==> src/rtl/cat_rec_monitor.sv <==
// cat_rec_monitor: passive checker for an APB-programmed CatRec block.
// Watches APB phases, times start->done runs and polices CatRecOut.
// Ports: clk, rst (async, active-low); APB observe PSEL/PENABLE/PWRITE/
//   PADDR/PWDATA; run observe start/done/CatRecOut; clr_err clears flags.
//   Outputs: sticky err_apb/err_timeout/err_result, cycle_cnt,
//   last_latency, coverage counters cov_xfers/cov_cats.
// Option: define CAT_REC_MON_COVER_EN to build the coverage counters;
//   otherwise they are tied to zero.
module cat_rec_monitor #(
    parameter int Amba_Word       = 24,
    parameter int Amba_Addr_Depth = 13,
    parameter int TIMEOUT_CYC     = 4096,
    parameter int CNT_W           = 32
) (
    input  logic                       clk,
    input  logic                       rst,
    input  logic                       PSEL,
    input  logic                       PENABLE,
    input  logic                       PWRITE,
    input  logic [Amba_Addr_Depth-1:0] PADDR,
    input  logic [Amba_Word-1:0]       PWDATA,
    input  logic                       start,
    input  logic                       done,
    input  logic                       CatRecOut,
    input  logic                       clr_err,
    output logic                       err_apb,
    output logic                       err_timeout,
    output logic                       err_result,
    output logic [CNT_W-1:0]           cycle_cnt,
    output logic [CNT_W-1:0]           last_latency,
    output logic [CNT_W-1:0]           cov_xfers,
    output logic [CNT_W-1:0]           cov_cats
);

    // apb_q holds the bus phase observed in the previous cycle.
    typedef enum logic [1:0] {APB_IDLE, APB_SETUP, APB_ACCESS} apb_st_e;
    typedef enum logic {RUN_IDLE, RUN_BUSY} run_st_e;

    localparam logic [CNT_W-1:0] CNT_MAX   = '1;
    localparam logic [CNT_W-1:0] LAT_LIMIT = CNT_W'(TIMEOUT_CYC - 1);

    apb_st_e apb_q, apb_d;
    run_st_e run_q, run_d;

    logic [Amba_Addr_Depth-1:0] addr_q;
    logic [Amba_Word-1:0]       data_q;
    logic                       wr_q;
    logic                       cap;
    logic                       apb_viol;
    logic                       tmo_viol;
    logic                       res_viol;
    logic                       done_dly_q;

    logic [CNT_W-1:0] cyc_q, cyc_d;
    logic [CNT_W-1:0] lat_q, lat_d, lat_inc;
    logic [CNT_W-1:0] last_q, last_d;
    logic             eapb_q, eapb_d;
    logic             etmo_q, etmo_d;
    logic             eres_q, eres_d;

    always_comb begin
        apb_d    = APB_IDLE;
        apb_viol = 1'b0;
        cap      = 1'b0;
        unique case (apb_q)
            APB_SETUP: begin
                if (!PSEL) begin
                    apb_viol = 1'b1;
                end else if (PENABLE) begin
                    apb_d = APB_ACCESS;
                    if (PADDR != addr_q || PWRITE != wr_q ||
                        (wr_q && PWDATA != data_q))
                        apb_viol = 1'b1;
                end else begin
                    // back-to-back SETUP: take it as a fresh setup phase
                    apb_d = APB_SETUP;
                    cap   = 1'b1;
                end
            end
            default: begin
                if (PENABLE) begin
                    apb_viol = 1'b1;
                end else if (PSEL) begin
                    apb_d = APB_SETUP;
                    cap   = 1'b1;
                end
            end
        endcase
    end

    assign lat_inc = (lat_q == CNT_MAX) ? lat_q : lat_q + 1'b1;

    always_comb begin
        run_d    = run_q;
        lat_d    = lat_q;
        last_d   = last_q;
        tmo_viol = 1'b0;
        unique case (run_q)
            RUN_IDLE: begin
                if (start) begin
                    lat_d = '0;
                    if (done) last_d = CNT_W'(1);
                    else      run_d  = RUN_BUSY;
                end
            end
            RUN_BUSY: begin
                if (start) begin
                    lat_d = '0;
                end else if (done) begin
                    last_d = lat_inc;
                    run_d  = RUN_IDLE;
                end else if (lat_q >= LAT_LIMIT) begin
                    tmo_viol = 1'b1;
                    run_d    = RUN_IDLE;
                end else begin
                    lat_d = lat_inc;
                end
            end
        endcase
    end

    // CatRecOut is legal only on a done cycle or the one after it
    assign res_viol = CatRecOut & ~done & ~done_dly_q;

    // a new violation wins over a simultaneous clear
    assign eapb_d = apb_viol | (eapb_q & ~clr_err);
    assign etmo_d = tmo_viol | (etmo_q & ~clr_err);
    assign eres_d = res_viol | (eres_q & ~clr_err);
    assign cyc_d  = (cyc_q == CNT_MAX) ? cyc_q : cyc_q + 1'b1;

    always_ff @(posedge clk or negedge rst) begin
        if (!rst) begin
            apb_q      <= APB_IDLE;
            run_q      <= RUN_IDLE;
            addr_q     <= '0;
            data_q     <= '0;
            wr_q       <= 1'b0;
            done_dly_q <= 1'b0;
            cyc_q      <= '0;
            lat_q      <= '0;
            last_q     <= '0;
            eapb_q     <= 1'b0;
            etmo_q     <= 1'b0;
            eres_q     <= 1'b0;
        end else begin
            apb_q      <= apb_d;
            run_q      <= run_d;
            done_dly_q <= done;
            cyc_q      <= cyc_d;
            lat_q      <= lat_d;
            last_q     <= last_d;
            eapb_q     <= eapb_d;
            etmo_q     <= etmo_d;
            eres_q     <= eres_d;
            if (cap) begin
                addr_q <= PADDR;
                data_q <= PWDATA;
                wr_q   <= PWRITE;
            end
        end
    end

`ifdef CAT_REC_MON_COVER_EN
    logic [CNT_W-1:0] cxf_q, cca_q;

    always_ff @(posedge clk or negedge rst) begin
        if (!rst) begin
            cxf_q <= '0;
            cca_q <= '0;
        end else begin
            if (apb_d == APB_ACCESS && cxf_q != CNT_MAX)
                cxf_q <= cxf_q + 1'b1;
            if (done && CatRecOut && cca_q != CNT_MAX)
                cca_q <= cca_q + 1'b1;
        end
    end

    assign cov_xfers = cxf_q;
    assign cov_cats  = cca_q;
`else
    assign cov_xfers = '0;
    assign cov_cats  = '0;
`endif

    assign err_apb      = eapb_q;
    assign err_timeout  = etmo_q;
    assign err_result   = eres_q;
    assign cycle_cnt    = cyc_q;
    assign last_latency = last_q;

endmodule

==> config.mk <==
export PLATFORM = sky130hd
export DESIGN_NAME = cat_rec_monitor
export DESIGN_NICKNAME = d
export VERILOG_FILES = /design/src/rtl/cat_rec_monitor.sv
export SDC_FILE = /design/constraint.sdc
export NUM_CORES = 1
export LEC_CHECK = 0
export ABC_AREA = 1
export CAP_MARGIN = 20
export CORE_MARGIN = 3
export CORE_UTILIZATION = 47
export DETAILED_ROUTE_END_ITERATION = 12
export PLACE_DENSITY_LB_ADDON = 0.1
export SYNTH_ARGS = -nofsm -noshare
export SYNTH_HDL_FRONTEND = slang
export SYNTH_SLANG_ARGS = --single-unit
==> constraint.sdc <==
create_clock -name clk -period 1.9 [get_ports clk]
set_input_delay 0.57 -clock clk [delete_from_list [all_inputs] [get_ports clk]]
set_output_delay 0.57 -clock clk [all_outputs]
set_load 0.005 [all_outputs]
# --- Yosys cells after proc, flatten, opt, wreduce, memory -nomap -nowiden ---
# Index checks and enable logic that the tools add are counted.
totals:
  ff_bits: 141
  inputBits: 46
  output_inout_bits: 131
classes:
  add_sub_neg: 2
  n_lt_le_gt_ge: 1
  n_eq_ne: 12
  mux: 36
  bitwise_logic: 12
  reduce_logical: 5
op_table:
  columns: ["operator", "n"]
  rows:
  - ["32-bit two-way mux", 9]
  - ["32-bit one-hot mux with 2 select lines", 2]
  - ["32-bit by 1-bit adder with 32-bit output, second input constant", 2]
  - ["32-bit == test, second input constant", 2]
  - ["32-bit by 12-bit greater-or-equal comparator with 1-bit output, second input constant", 1]
  - ["24-bit != test", 1]
  - ["1-bit two-way mux", 21]
  - ["13-bit != test", 1]
  - ["2-bit != test, second input constant", 4]
  - ["2-bit two-way mux", 3]
  - ["3-bit != test, second input constant", 2]
  - ["1-bit AND", 5]
  - ["1-bit NOT", 4]
  - ["4-bit AND reduction", 1]
  - ["1-bit OR", 3]
  - ["3-bit AND reduction", 1]
  - ["2-bit by 1-bit == test with 1-bit output, second input constant", 1]
  - ["1-bit logical OR", 2]
  - ["1-bit one-hot mux with 2 select lines", 1]
  - ["1-bit logical AND", 1]
  - ["1-bit != test", 1]

# --- Logic depth before layout (Yosys ltp) ---
# Gate-level depths: netlist of the first run.
depth:
  word_depth: 8
  mapped_depth: 11
  depth_no_buf: 11

# --- Worst setup path after synthesis of the first run ---
# OpenSTA, ideal clock, no wires.
synth_path:
  kind: "reg-to-reg"
  start: "reg run_q"
  end: "reg last_q[0] (netlist: last_latency[0])"
  setup_time_ps: 138
  arrival_ps: 1671
  slack_ps: 91
  path_stages_with_launch: 7
  path_buffers: 2
  synth_period_minus_slack_ps: 1809
  path_cell_list: "dfrtp_1 -> clkinv_1 -> clkbuf_1 -> ha_1 -> nand2_1 -> clkbuf_1 -> o21ai_0"
synth_between:
  elab_chain_len: 3
  word_cells_on_any_way: 7
  classes_between: "eq/ne: 4; mux: 1; bitwise: 1; reduce/logical: 1"
synth_rtl:
  columns: ["element", "line_no", "rtl"]
  rows:
  - ["start, declared", "43", "run_st_e run_q, run_d;"]
  - ["start signal, assigned", "147", "run_q <= run_d;"]
  - ["1-bit NOT", null, null]
  - ["2-bit != test (no line)", null, null]
  - ["4-bit AND reduction (no line)", null, null]
  - ["end signal, assigned", "151", "last_q <= last_d;"]
  - ["end, declared", "56", "logic [CNT_W-1:0] last_q, last_d;"]
# Several ways; a longest one is shown, not always the timed one.
# A chain may end at the register's enable or synchronous reset.

# --- Final worst setup path of the first run ---
layout_path:
  start: "reg cyc_q[29] (netlist: cycle_cnt[29])"
  end: "out cycle_cnt[29]"
layout_lines:
  columns: ["element", "line_no", "rtl"]
  rows:
  - ["start, declared", "54", "logic [CNT_W-1:0] cyc_q, cyc_d;"]
  - ["start signal, assigned", "149", "cyc_q <= cyc_d;"]
  - ["end, declared", "29", "output logic [CNT_W-1:0] cycle_cnt,"]
# No word-level cell between the ends.

==> load_flow_metrics.sql, run 1 <==
INSERT INTO impl_metrics (metric_group, metric, value, unit) VALUES
('clock_network', 'clk-insertion-delay-late', '0.42', 'ns'),
('global_routing', 'gr-usage-met1', '0.318', ''),
('pwr', 'cellPowerDensity', '701', 'nW/um2'),
('worst_setup_path', 'cp.buffers_inverters', '1', ''),
('floorplan', 'fp.dieW', '139', 'um'),
('logic_synthesis', 'ys_dominant_reg_cell', 'dfrtp_1', ''),
('logic_synthesis', 'number_of_flops_mapped_to_enable_cells_by_yosys', '0', ''),
('worst_setup_path', 'startpoint_type', 'flop', ''),
('logic_synthesis', 'syn-instance-count', '1156', ''),
('floorplan', 'initial_core_util', '0.481', ''),
('logic_synthesis', 'netlist-cell-type-count', '40', ''),
('worst_setup_path', 'r2r_end', 'lat_q[22]$_DFFE_PN0P_', ''),
('global_routing', 'grt_pass1_wl', '34700', 'um'),
('sta', 'min_period', '1.89', 'ns'),
('worst_setup_path', 'timing.critical_path.to_type', 'primary output', ''),
('logic_synthesis', 'syn-mean-instance-area', '7.22', 'um2'),
('clock_network', 'cts-buffers-inserted', '17', ''),
('logic_synthesis', 'synth.top_cell.area_share', '0.423', ''),
('logic_synthesis', 'synth_top_cell_by_area', 'dfrtp_1', ''),
('global_routing', 'antenna_found_initial', '1', ''),
('sta', 'clock.fmax', '530', 'MHz'),
('hold_path', 'hold_class', 'in2async', ''),
('sta', 'timing.final.crit_share', '0.993', ''),
('worst_setup_path', 'r2r.worst_path.cells', '9', ''),
('global_routing', 'grt_overflow', '0', ''),
('clock_network', 'htreeDepth', '4', ''),
('logic_synthesis', 'synth_top_cells_by_area', 'dfrtp_1, nand2_1, nor2_1, buf_4, inv_1', ''),
('run_status', 'status', 'completed', ''),
('pwr', 'leakagePower', '5.42', 'nW'),
('worst_setup_path', 'crit_path_max_fanout', '2', ''),
('logic_synthesis', 'synth_seq_area_share', '0.423', ''),
('pwr', 'vdd.ir_drop.worst', '0.000720', 'V'),
('sta', 'total_negative_slack', '0', 'ns'),
('sta', 'rsz0062_at_grt', 'yes', ''),
('drt', 'detail_route.vias_per_cell', '4.91', ''),
('worst_setup_path', 'cell_with_the_largest_stage_delay_on_the_worst_path', 'clkdlybuf4s50_1', ''),
('sta', 'finalClockSkew', '0.00661', 'ns'),
('worst_setup_path', 'worst_path_dominant_cell_family', 'buffers and inverters', ''),
('drt', 'first_iter_violations', '661', ''),
('drt', 'firstDrtPassIters', '5', ''),
('clock_network', 'clock-root-buffer', 'clkbuf_16', ''),
('layout', 'post_route_cells_drive_above_1_share', '0.135', ''),
('layout', 'layout-area-overhead-vs-synth', '30.2', '%'),
('floorplan', 'die_area', '19400', 'um2'),
('worst_setup_path', 'data_arrival_at_the_endpoint_of_the_critical_path', '1.32', 'ns'),
('logic_synthesis', 'synthesis.yosys.warnings', '0', ''),
('clock_network', 'clkSinkCount', '141', ''),
('sta', 'report.final.hold_viol_count', '0', ''),
('placed_design', 'port_bufs', '112', ''),
('clock_network', 'ctsLongestPathBuffers', '2', ''),
('floorplan', 'fp.coreArea', '17400', 'um2'),
('floorplan', 'pin_count', '177', ''),
('clock_network', 'cts_tree', 'done', ''),
('worst_setup_path', 'path_cells', 'clkdlybuf4s50_1', ''),
('global_routing', 'met2_usage', '0.330', ''),
('worst_setup_path', 'regToRegSetupSlack', '0.04', 'ns'),
('drt', 'route.detailed.drc', '0', ''),
('floorplan', 'dieHeight', '139', 'um'),
('logic_synthesis', 'netlist_area', '8340', 'um2'),
('drt', 'antenna_violating_nets_post_route', '0', ''),
('global_routing', 'gr-max-usage-layer', 'met2', ''),
('drt', 'wirelength', '21800', 'um'),
('floorplan', 'num_rows', '48', ''),
('job', 'maxCapViolations', '0', ''),
('drt', 'wire_length_per_cell_after_detailed_routing', '13.8', 'um'),
('placed_design', 'hpwl', '15400', 'um'),
('drt', 'routed-via-count', '7754', ''),
('placed_design', 'gpl.final_weighted_congestion', '0.920', ''),
('worst_setup_path', 'cp_slowest_stage_delay', '0.51', 'ns'),
('clock_network', 'holdBufCountCts', '0', ''),
('worst_setup_path', 'timing.critical_path.required', '1.33', 'ns');
## layer usage
metal | part of all wire | up-vias
met4 | 0.021 | 0
li1 | - | 3893
met3 | 0.060 | 36
met2 | 0.44 | 269
met5 | 0 | -
met1 | 0.48 | 3556
## stage by stage
stage	power [mW]	instance area [um2]	instances	setup slack, ns	hold slack, ns
2_1_floorplan	3.75	8580	1219	0.0905	0.274
3_3_place_gp	4.02	9770	1505	-0.0844	0.421
3_5_place_dp	4.04	9770	1505	-0.156	0.415
4_1_cts	7.65	10600	1561	0.000555	0.00512
5_1_grt	7.93	10900	1579	-0.0543	0.0101
6_report	7.61	10900	1579	0.0135	0.00932
## placed cells by master (no fill, tap or decap), types with 6 or more instances in the layout
cell,instances
dlygate4sd2_1,16
o21ai_1,38
a21oi_1,15
xnor2_1,8
nand3_2,15
clkbuf_16,18
dlymetal6s2s_1,19
inv_1,108
buf_4,70
nor2_2,6
clkdlybuf4s50_1,76
nand2_1,378
or2_2,7
xor2_1,24
conb_1,64
nand4_1,13
buf_12,8
nand3_1,50
nor3_1,27
nand2_2,13
o21ai_2,10
nor2_1,130
dfrtp_1,137
o21ai_0,51
## cell usage after synthesis (all sizes together) (4+ instances only)
cell and count:
clkbuf 17, dfrtp 141, o21ai 99, a21oi 15
inv 112, nor2 140, xor2 24, nand2 393
xnor2 8, nor3 30, or2 8, ha 4
buf 74, nand4 13, nand3 65
## worst reg2reg max path: stages (launching register included)
cell and delay (ns):
dfrtp_1 0.40, ha_2 0.21, nand2_2 0.07, nor2_4 0.20, nand2_4 0.10, nor2_8 0.22
nand3_2 0.23, nand3_1 0.12, nand2_1 0.11, o21ai_1 0.14
## kinds of logic after synthesis
group / synth area share
other cells: 0.000449
xor+xnor: 0.0336
buf+inv: 0.126
compound gates: 0.0789
fa+ha+maj: 0.00600
simple gates: 0.333
flops: 0.423
## report_power, final
| part | internal (mW) | switching, mW | leakage (nW) |
|---|---|---|---|
| clock | 2.33 | 1.28 | 0.309 |
| sequential | 3.13 | 0.0723 | 1.87 |
| combinational | 0.330 | 0.469 | 3.23 |
| total | 5.79 | 1.82 | 5.42 |
## how the worst max path moves through the flow
stage	depth (start not counted)	start	slack, ns	endpoint
floorplan	6	run_q$_DFF_PN0_	0.09	last_latency[0]$_DFFE_PN0P_
global placement	7	start	-0.08	lat_q[24]$_DFFE_PN0P_
detailed placement	7	start	-0.16	lat_q[9]$_DFFE_PN0P_
finish	1	cycle_cnt[29]$_DFFE_PN0P_	0.01	cycle_cnt[29]
CTS	1	cycle_cnt[26]$_DFFE_PN0P_	0.0006	cycle_cnt[26]
global route	11	lat_q[1]$_DFFE_PN0P_	-0.05	last_latency[20]$_DFFE_PN0P_
## repair_timing
| item | 4_1_cts | 5_1_grt |
|---|---|---|
| pin swaps | 1 | 5 |
| gates cloned | 1 | 2 |
| gates resized for setup | 18 | 46 |
| endpoints found under the setup margin | 55 | 88 |
| setup buffers | 24 | 15 |
## cell type report
type | count | area [um2]
fillers | 1591 | 6500
multi-input cells | 876 | 4110
flip-flops and latches | 141 | 3530
repair buffers | 192 | 1870
clock buffers | 22 | 484
inverters | 113 | 424
well taps | 225 | 282
clock inverters | 9 | 158
diodes | 1 | 2.50
## registers in the layout (all words and copies together) (netlist names)
signal and flops:
data_q 24, run_q 1, done_dly_q 1, lat_q 32, last_latency 32, addr_q 13
apb_q 2, wr_q 1, err_timeout 1, err_result 1, err_apb 1, cycle_cnt 32
No activity file was read; power rests on OpenSTA's default activity.
==> run 2, diff against run 1 <==
--- a/config.mk
+++ b/config.mk
@@ -10,7 +10,7 @@
 export CORE_MARGIN = 3
 export CORE_UTILIZATION = 47
 export DETAILED_ROUTE_END_ITERATION = 12
-export PLACE_DENSITY_LB_ADDON = 0.1
+export PLACE_DENSITY = 0.78
 export SYNTH_ARGS = -nofsm -noshare
 export SYNTH_HDL_FRONTEND = slang
 export SYNTH_SLANG_ARGS = --single-unit
==> run 2 against run 1 <==
  * Clock-buffer cell count shrank 1
  * Design area grew 0.92%
  * Critical endpoint is now lat_q[22]$_DFFE_PN0P_
  * Via count grew 3.6%
  * Combinational power grew 6.1%
  * Setup slack lost 0.0021 ns
  * Cell count grew 0.63%
  * Sequential share of layout area shrank 0.23 points
  * Clock power shrank 14%
  * Register-to-register slack lost 0.03 ns
==> load_flow_metrics.sql, run 2 (synthesized netlist as in run 1, its figures left out) <==
INSERT INTO impl_metrics (metric_group, metric, value, unit) VALUES
('run_status', 'status', 'completed', ''),
('global_routing', 'antenna_found_initial', '0', ''),
('drt', 'antenna_violating_nets_post_route', '0', ''),
('drt', 'first_iter_violations', '695', ''),
('floorplan', 'dieHeight', '139', 'um'),
('global_routing', 'globalRouteTotalUtil', '0.233', ''),
('pwr', 'swShare', '0.269', ''),
('worst_setup_path', 'data_arrival_at_the_endpoint_of_the_critical_path', '2.24', 'ns'),
('pwr', 'power.sequential.fraction', '0.448', ''),
('global_routing', 'grt_max_degree', '46', ''),
('placed_design', 'dpl.cell_count', '1516', ''),
('floorplan', 'die_area', '19400', 'um2'),
('layout', 'post_route_cells_drive_above_1_share', '0.158', ''),
('layout', 'layout-area-overhead-vs-synth', '31.4', '%'),
('clock_network', 'clkTransAtPathRegs', '0.06', 'ns'),
('pwr', 'power.share.combinational', '0.119', ''),
('sta', 'finalClockSkew', '0.00726', 'ns'),
('clock_network', 'htreeDepth', '4', ''),
('layout', 'final_common_cell', 'nand2_1', ''),
('sta', 'final_max_slew_viol_count', '0', ''),
('floorplan', 'fp.coreArea', '17400', 'um2'),
('layout', 'util_after_layout', '0.631', ''),
('clock_network', 'holdBufCountCts', '0', ''),
('layout', 'final_design_area_excluding_fillers', '11000', 'um2'),
('placed_design', 'hpwl', '16400', 'um'),
('floorplan', 'num_rows', '48', ''),
('drt', 'route.detailed.drc', '0', ''),
('placed_design', 'gpl.final_weighted_congestion', '0.986', ''),
('global_routing', 'grt_pass1_wl', '37300', 'um'),
('drt', 'detail_route.vias_per_cell', '5.06', ''),
('drt', 'wire_length_per_cell_after_detailed_routing', '14.7', 'um'),
('clock_network', 'cts_tree', 'done', ''),
('sta', 'finalSetupViolCount', '0', ''),
('clock_network', 'clkSinkCount', '141', ''),
('sta', 'timing.final.crit_share', '0.994', ''),
('global_routing', 'grt_pass1_vias', '7587', ''),
('worst_setup_path', 'crit_path_frequent_cell', 'nand4_1', ''),
('drt', 'routed-via-count', '8033', ''),
('floorplan', 'pin_count', '177', ''),
('worst_setup_path', 'cell_with_the_largest_stage_delay_on_the_worst_path', 'dfrtp_1', ''),
('worst_setup_path', 'crit_path_max_fanout', '8', ''),
('worst_setup_path', 'timing.critical_path.to_type', 'flop', ''),
('layout', 'diodes', '0', ''),
('clock_network', 'ctsLongestPathBuffers', '2', ''),
('layout', 'final_nets', '1401', ''),
('sta', 'report.final.hold_viol_count', '0', ''),
('worst_setup_path', 'timing.critical_path.required', '2.25', 'ns'),
('clock_network', 'clk-insertion-delay-late', '0.43', 'ns'),
('drt', 'firstDrtPassIters', '6', ''),
('drt', 'wirelength', '23400', 'um'),
('clock_network', 'clock-root-buffer', 'clkbuf_16', ''),
('placed_design', 'dpl-instance-area', '9870', 'um2'),
('pwr', 'power.switching', '1.92', 'mW'),
('floorplan', 'initial_core_util', '0.481', ''),
('placed_design', 'port_bufs', '112', ''),
('worst_setup_path', 'path_cells', 'or2_0 > nor2_1 > nand4_1 > nand2_2 > nand4_1 > buf_6 > clkbuf_16 > o21ai_2', ''),
('sta', 'total_negative_slack', '0', 'ns'),
('pwr', 'part_of_the_total_power_dissipated_in_the_clock_network', '0.433', ''),
('pwr', 'cellPowerDensity', '653', 'nW/um2'),
('pwr', 'leakagePower', '5.53', 'nW'),
('layout', 'post_layout_instance_count_excluding_filler_cells', '1589', ''),
('worst_setup_path', 'startpoint_type', 'flop', ''),
('sta', 'min_period', '1.89', 'ns'),
('global_routing', 'grt_overflow', '0', ''),
('worst_setup_path', 'timing_worst_setup_path_type', 'reg2reg', ''),
('sta', 'rsz0062_at_grt', 'yes', ''),
('pwr', 'p_int', '5.23', 'mW'),
('layout', 'nFillCells', '1517', ''),
('pwr', 'vdd.ir_drop.worst', '0.000607', 'V'),
('floorplan', 'fp.dieW', '139', 'um'),
('job', 'maxCapViolations', '0', ''),
('sta', 'clock.fmax', '529', 'MHz'),
('clock_network', 'cts-buffers-inserted', '17', ''),
('hold_path', 'hold_class', 'in2async', ''),
('worst_setup_path', 'cp_slowest_stage_delay', '0.40', 'ns'),
('layout', 'layout_common_cells', 'nand2_1, dfrtp_1, nor2_1, inv_1, buf_4', '');
[run 2: worst max-delay path: cells and delay by family (launching register included)]
family / cells / cell delay (ns)
AND/OR/NAND/NOR: 5 / 0.93
flip-flops: 1 / 0.40
buffers and inverters: 2 / 0.35
AO/OA/AOI/OAI: 1 / 0.12
[run 2: worst paths after layout]
check	startpoint	to	slack (ns)	cells past startpoint
worst max-delay path	lat_q[25]$_DFFE_PN0P_	lat_q[22]$_DFFE_PN0P_	0.01	8
worst min-delay path	rst	last_latency[0]$_DFFE_PN0P_	0.05	1
worst max register to register	lat_q[25]$_DFFE_PN0P_	lat_q[22]$_DFFE_PN0P_	0.01	8
worst min register to register	done_dly_q$_DFF_PN0_	err_result$_DFF_PN0_	0.45	1
max in group asynchronous	rst	cycle_cnt[23]$_DFFE_PN0P_	1.19	2
min in group clk	done_dly_q$_DFF_PN0_	err_result$_DFF_PN0_	0.45	1
[run 2: layout make-up]
type / count / area [um2] / share of cell area
clock buffers: 21 / 460 / 0.0420
multi-input cells: 874 / 4150 / 0.379
well taps: 225 / 282 / 0.0257
flip-flops and latches: 141 / 3540 / 0.323
clock inverters: 11 / 85.1 / 0.00776
inverters: 113 / 424 / 0.0387
repair buffers: 204 / 2020 / 0.184
[run 2: power by group through the flow]
stage | clock network (mW) | registers (mW) | logic, mW
after global placement | 0 | 3.25 | 0.762
after CTS | 3.14 | 3.21 | 0.791
after floorplan | 0 | 3.25 | 0.503
final | 3.10 | 3.21 | 0.848
after global routing | 3.28 | 3.22 | 0.954
after detailed placement | 0 | 3.26 | 0.786
[run 2: through the flow]
stage	total power, mW	hold slack (ns)	worst slack (ns)
6_report	7.16	0.0494	0.0114
5_1_grt	7.46	0.0658	-0.0506
4_1_cts	7.14	0.0585	0.000227
3_5_place_dp	4.05	0.436	-0.248
3_3_place_gp	4.01	0.420	-0.140
2_1_floorplan	3.75	0.274	0.0905
[run 2: metal layers]
layer  global-route usage  vias to the layer above  part of all wire
met2                0.374                      329              0.47
met4               0.0778                        0             0.024
met1                0.320                     3751              0.44
li1                     -                     3904                 -
met5                    0                        -                 0
met3               0.0447                       49             0.069
[run 2: repair_timing]
| action | CTS | global route |
|---|---|---|
| pin swaps | 0 | 7 |
| gates resized for setup | 23 | 74 |
| setup endpoints to repair | 32 | 113 |
| setup buffers | 26 | 12 |
| gates cloned | 0 | 3 |
==> run 3, diff against run 2 <==
--- a/config.mk
+++ b/config.mk
@@ -9,6 +9,7 @@
 export CAP_MARGIN = 20
 export CORE_MARGIN = 3
 export CORE_UTILIZATION = 47
+export CTS_BUF_LIST = sky130_fd_sc_hd__clkbuf_16
 export DETAILED_ROUTE_END_ITERATION = 12
 export PLACE_DENSITY = 0.78
 export SYNTH_ARGS = -nofsm -noshare
==> run 3 against run 2 <==
  * Critical path depth is 1 higher
  * Flip-flop and latch count unchanged
  * Utilization fell by 0.17 points
  * Cell count barely moved
  * Sequential share of layout area up 0.085 points
  * Hold slack better by 0.00064 ns
  * Clock-buffer cell count fell by 4
  * Routed wire length is essentially flat
==> load_flow_metrics.sql, run 3 (synthesized netlist as in run 1, its figures left out) <==
INSERT INTO impl_metrics (metric_group, metric, value, unit) VALUES
('placed_design', 'hpwl', '16400', 'um'),
('drt', 'route.detailed.drc', '0', ''),
('clock_network', 'holdBufCountCts', '0', ''),
('pwr', 'leakagePower', '5.52', 'nW'),
('worst_setup_path', 'startpoint_type', 'flop', ''),
('worst_setup_path', 'timing.critical_path.to_type', 'flop', ''),
('placed_design', 'gpl.final_weighted_congestion', '0.986', ''),
('worst_setup_path', 'timing_worst_setup_path_type', 'reg2reg', ''),
('drt', 'antenna_violating_nets_post_route', '0', ''),
('sta', 'whs', '0.0500', 'ns'),
('placed_design', 'dpl-instance-area', '9870', 'um2'),
('worst_setup_path', 'r2r.worst_path.cells', '9', ''),
('clock_network', 'cts-buffers-inserted', '17', ''),
('placed_design', 'port_bufs', '112', ''),
('sta', 'rsz0062_at_grt', 'yes', ''),
('sta', 'min_period', '1.89', 'ns'),
('job', 'maxCapViolations', '0', ''),
('clock_network', 'ctsLongestPathBuffers', '2', ''),
('sta', 'final_max_slew_viol_count', '0', ''),
('clock_network', 'clkTransAtPathRegs', '0.06', 'ns'),
('placed_design', 'dpl.cell_count', '1516', ''),
('floorplan', 'num_rows', '48', ''),
('floorplan', 'fp.coreArea', '17400', 'um2'),
('drt', 'wire_length_per_cell_after_detailed_routing', '14.7', 'um'),
('floorplan', 'pin_count', '177', ''),
('sta', 'finalSetupViolCount', '0', ''),
('clock_network', 'cts_tree', 'done', ''),
('floorplan', 'fp.dieW', '139', 'um'),
('hold_path', 'hold_class', 'in2async', ''),
('floorplan', 'dieHeight', '139', 'um'),
('layout', 'final_design_area_excluding_fillers', '10900', 'um2'),
('pwr', 'cellPowerDensity', '646', 'nW/um2'),
('layout', 'nFillCells', '1520', ''),
('clock_network', 'htreeDepth', '4', ''),
('layout', 'layout-area-overhead-vs-synth', '31.0', '%'),
('sta', 'timing.final.crit_share', '0.992', ''),
('sta', 'finalClockSkew', '0.00847', 'ns'),
('layout', 'post_route_cells_drive_above_1_share', '0.152', ''),
('worst_setup_path', 'timing.critical_path.required', '2.24', 'ns'),
('layout', 'final_nets', '1402', ''),
('worst_setup_path', 'regToRegSetupSlack', '0.01', 'ns'),
('worst_setup_path', 'data_arrival_at_the_endpoint_of_the_critical_path', '2.23', 'ns'),
('global_routing', 'grt_overflow', '0', ''),
('drt', 'first_iter_violations', '659', ''),
('drt', 'routed-via-count', '8028', ''),
('run_status', 'status', 'completed', ''),
('worst_setup_path', 'r2r_end', 'lat_q[26]$_DFFE_PN0P_', ''),
('floorplan', 'die_area', '19400', 'um2'),
('global_routing', 'grt_pass1_wl', '37300', 'um'),
('sta', 'report.final.hold_viol_count', '0', ''),
('worst_setup_path', 'r2r-start', 'lat_q[12]$_DFFE_PN0P_', ''),
('worst_setup_path', 'crit_path_max_fanout', '8', ''),
('sta', 'clock.fmax', '530', 'MHz'),
('drt', 'detail_route.vias_per_cell', '5.05', ''),
('clock_network', 'clk-insertion-delay-late', '0.43', 'ns'),
('layout', 'diodes', '0', ''),
('clock_network', 'clock-root-buffer', 'clkbuf_16', ''),
('global_routing', 'globalRouteTotalUtil', '0.233', ''),
('pwr', 'total_power_consumption', '7.06', 'mW'),
('global_routing', 'grt_max_degree', '46', ''),
('global_routing', 'grt_pass1_vias', '7583', ''),
('drt', 'wirelength', '23400', 'um'),
('layout', 'layout_common_cells', 'nand2_1, dfrtp_1, nor2_1, inv_1, buf_4', ''),
('layout', 'final_common_cell', 'nand2_1', ''),
('global_routing', 'antenna_found_initial', '0', ''),
('pwr', 'vdd.ir_drop.worst', '0.000607', 'V'),
('floorplan', 'initial_core_util', '0.481', ''),
('layout', 'post_layout_instance_count_excluding_filler_cells', '1590', ''),
('clock_network', 'clkSinkCount', '141', ''),
('drt', 'firstDrtPassIters', '5', '');
run 3: layout make-up:
cell class              count  area [um2]  share of cell area
multi-input cells         874        4130               0.378
clock buffers              17         425              0.0389
well taps                 225         282              0.0258
inverters                 113         424              0.0388
clock inverters            15         100             0.00916
flip-flops and latches    141        3540               0.324
repair buffers            205        2030               0.186
run 3: through the flow:
stage,util,setup TNS (ns),worst slack [ns]
finish,0.630,0,0.0149
global route,0.630,-0.753,-0.0575
CTS,0.609,0,0.0000112
detailed placement,0.569,-11.71,-0.248
global placement,0.569,-6.75,-0.140
floorplan,-,0,0.0905
run 3: worst max path at each step:
stage                                    startpoint                     endpoint  slack [ns]  cells after the start
final                         lat_q[12]$_DFFE_PN0P_        lat_q[26]$_DFFE_PN0P_        0.01                      9
after global routing          lat_q[25]$_DFFE_PN0P_        lat_q[26]$_DFFE_PN0P_       -0.06                      8
after CTS                 cycle_cnt[30]$_DFFE_PN0P_                cycle_cnt[30]     0.00001                      1
after detailed placement                      start         lat_q[2]$_DFFE_PN0P_       -0.25                      7
after global placement                        start        lat_q[12]$_DFFE_PN0P_       -0.14                      7
after floorplan                     run_q$_DFF_PN0_  last_latency[0]$_DFFE_PN0P_        0.09                      6
run 3: worst max-delay path, cell delays in order, from the launching register on:
cell	delay, ns
dfrtp_2	0.44
nor2_1	0.14
nand2_1	0.07
nor2_2	0.14
nand4_1	0.24
nand2_2	0.18
nand4_1	0.12
buf_6	0.17
clkbuf_16	0.17
o21ai_1	0.12
run 3: timing repair:
item | 4_1_cts | 5_1_grt
gates cloned | 0 | 3
endpoints found under the setup margin | 32 | 113
resized for setup | 23 | 66
setup buffers | 26 | 13
pin swaps | 0 | 8
run 3: per-layer routing:
metal  vias to the layer above  GRT usage  share of wire
met4                         0     0.0778          0.026
met1                      3762      0.320           0.44
li1                       3903          -              -
met2                       315      0.374           0.47
met5                         -          0              0
met3                        48     0.0447          0.064
run 3: power by group:
part           internal [mW]  switching [mW]  total (mW)
clock network           1.66            1.35        3.01
registers               3.13          0.0794        3.21
logic                  0.350           0.493       0.843
total                   5.14            1.92        7.06
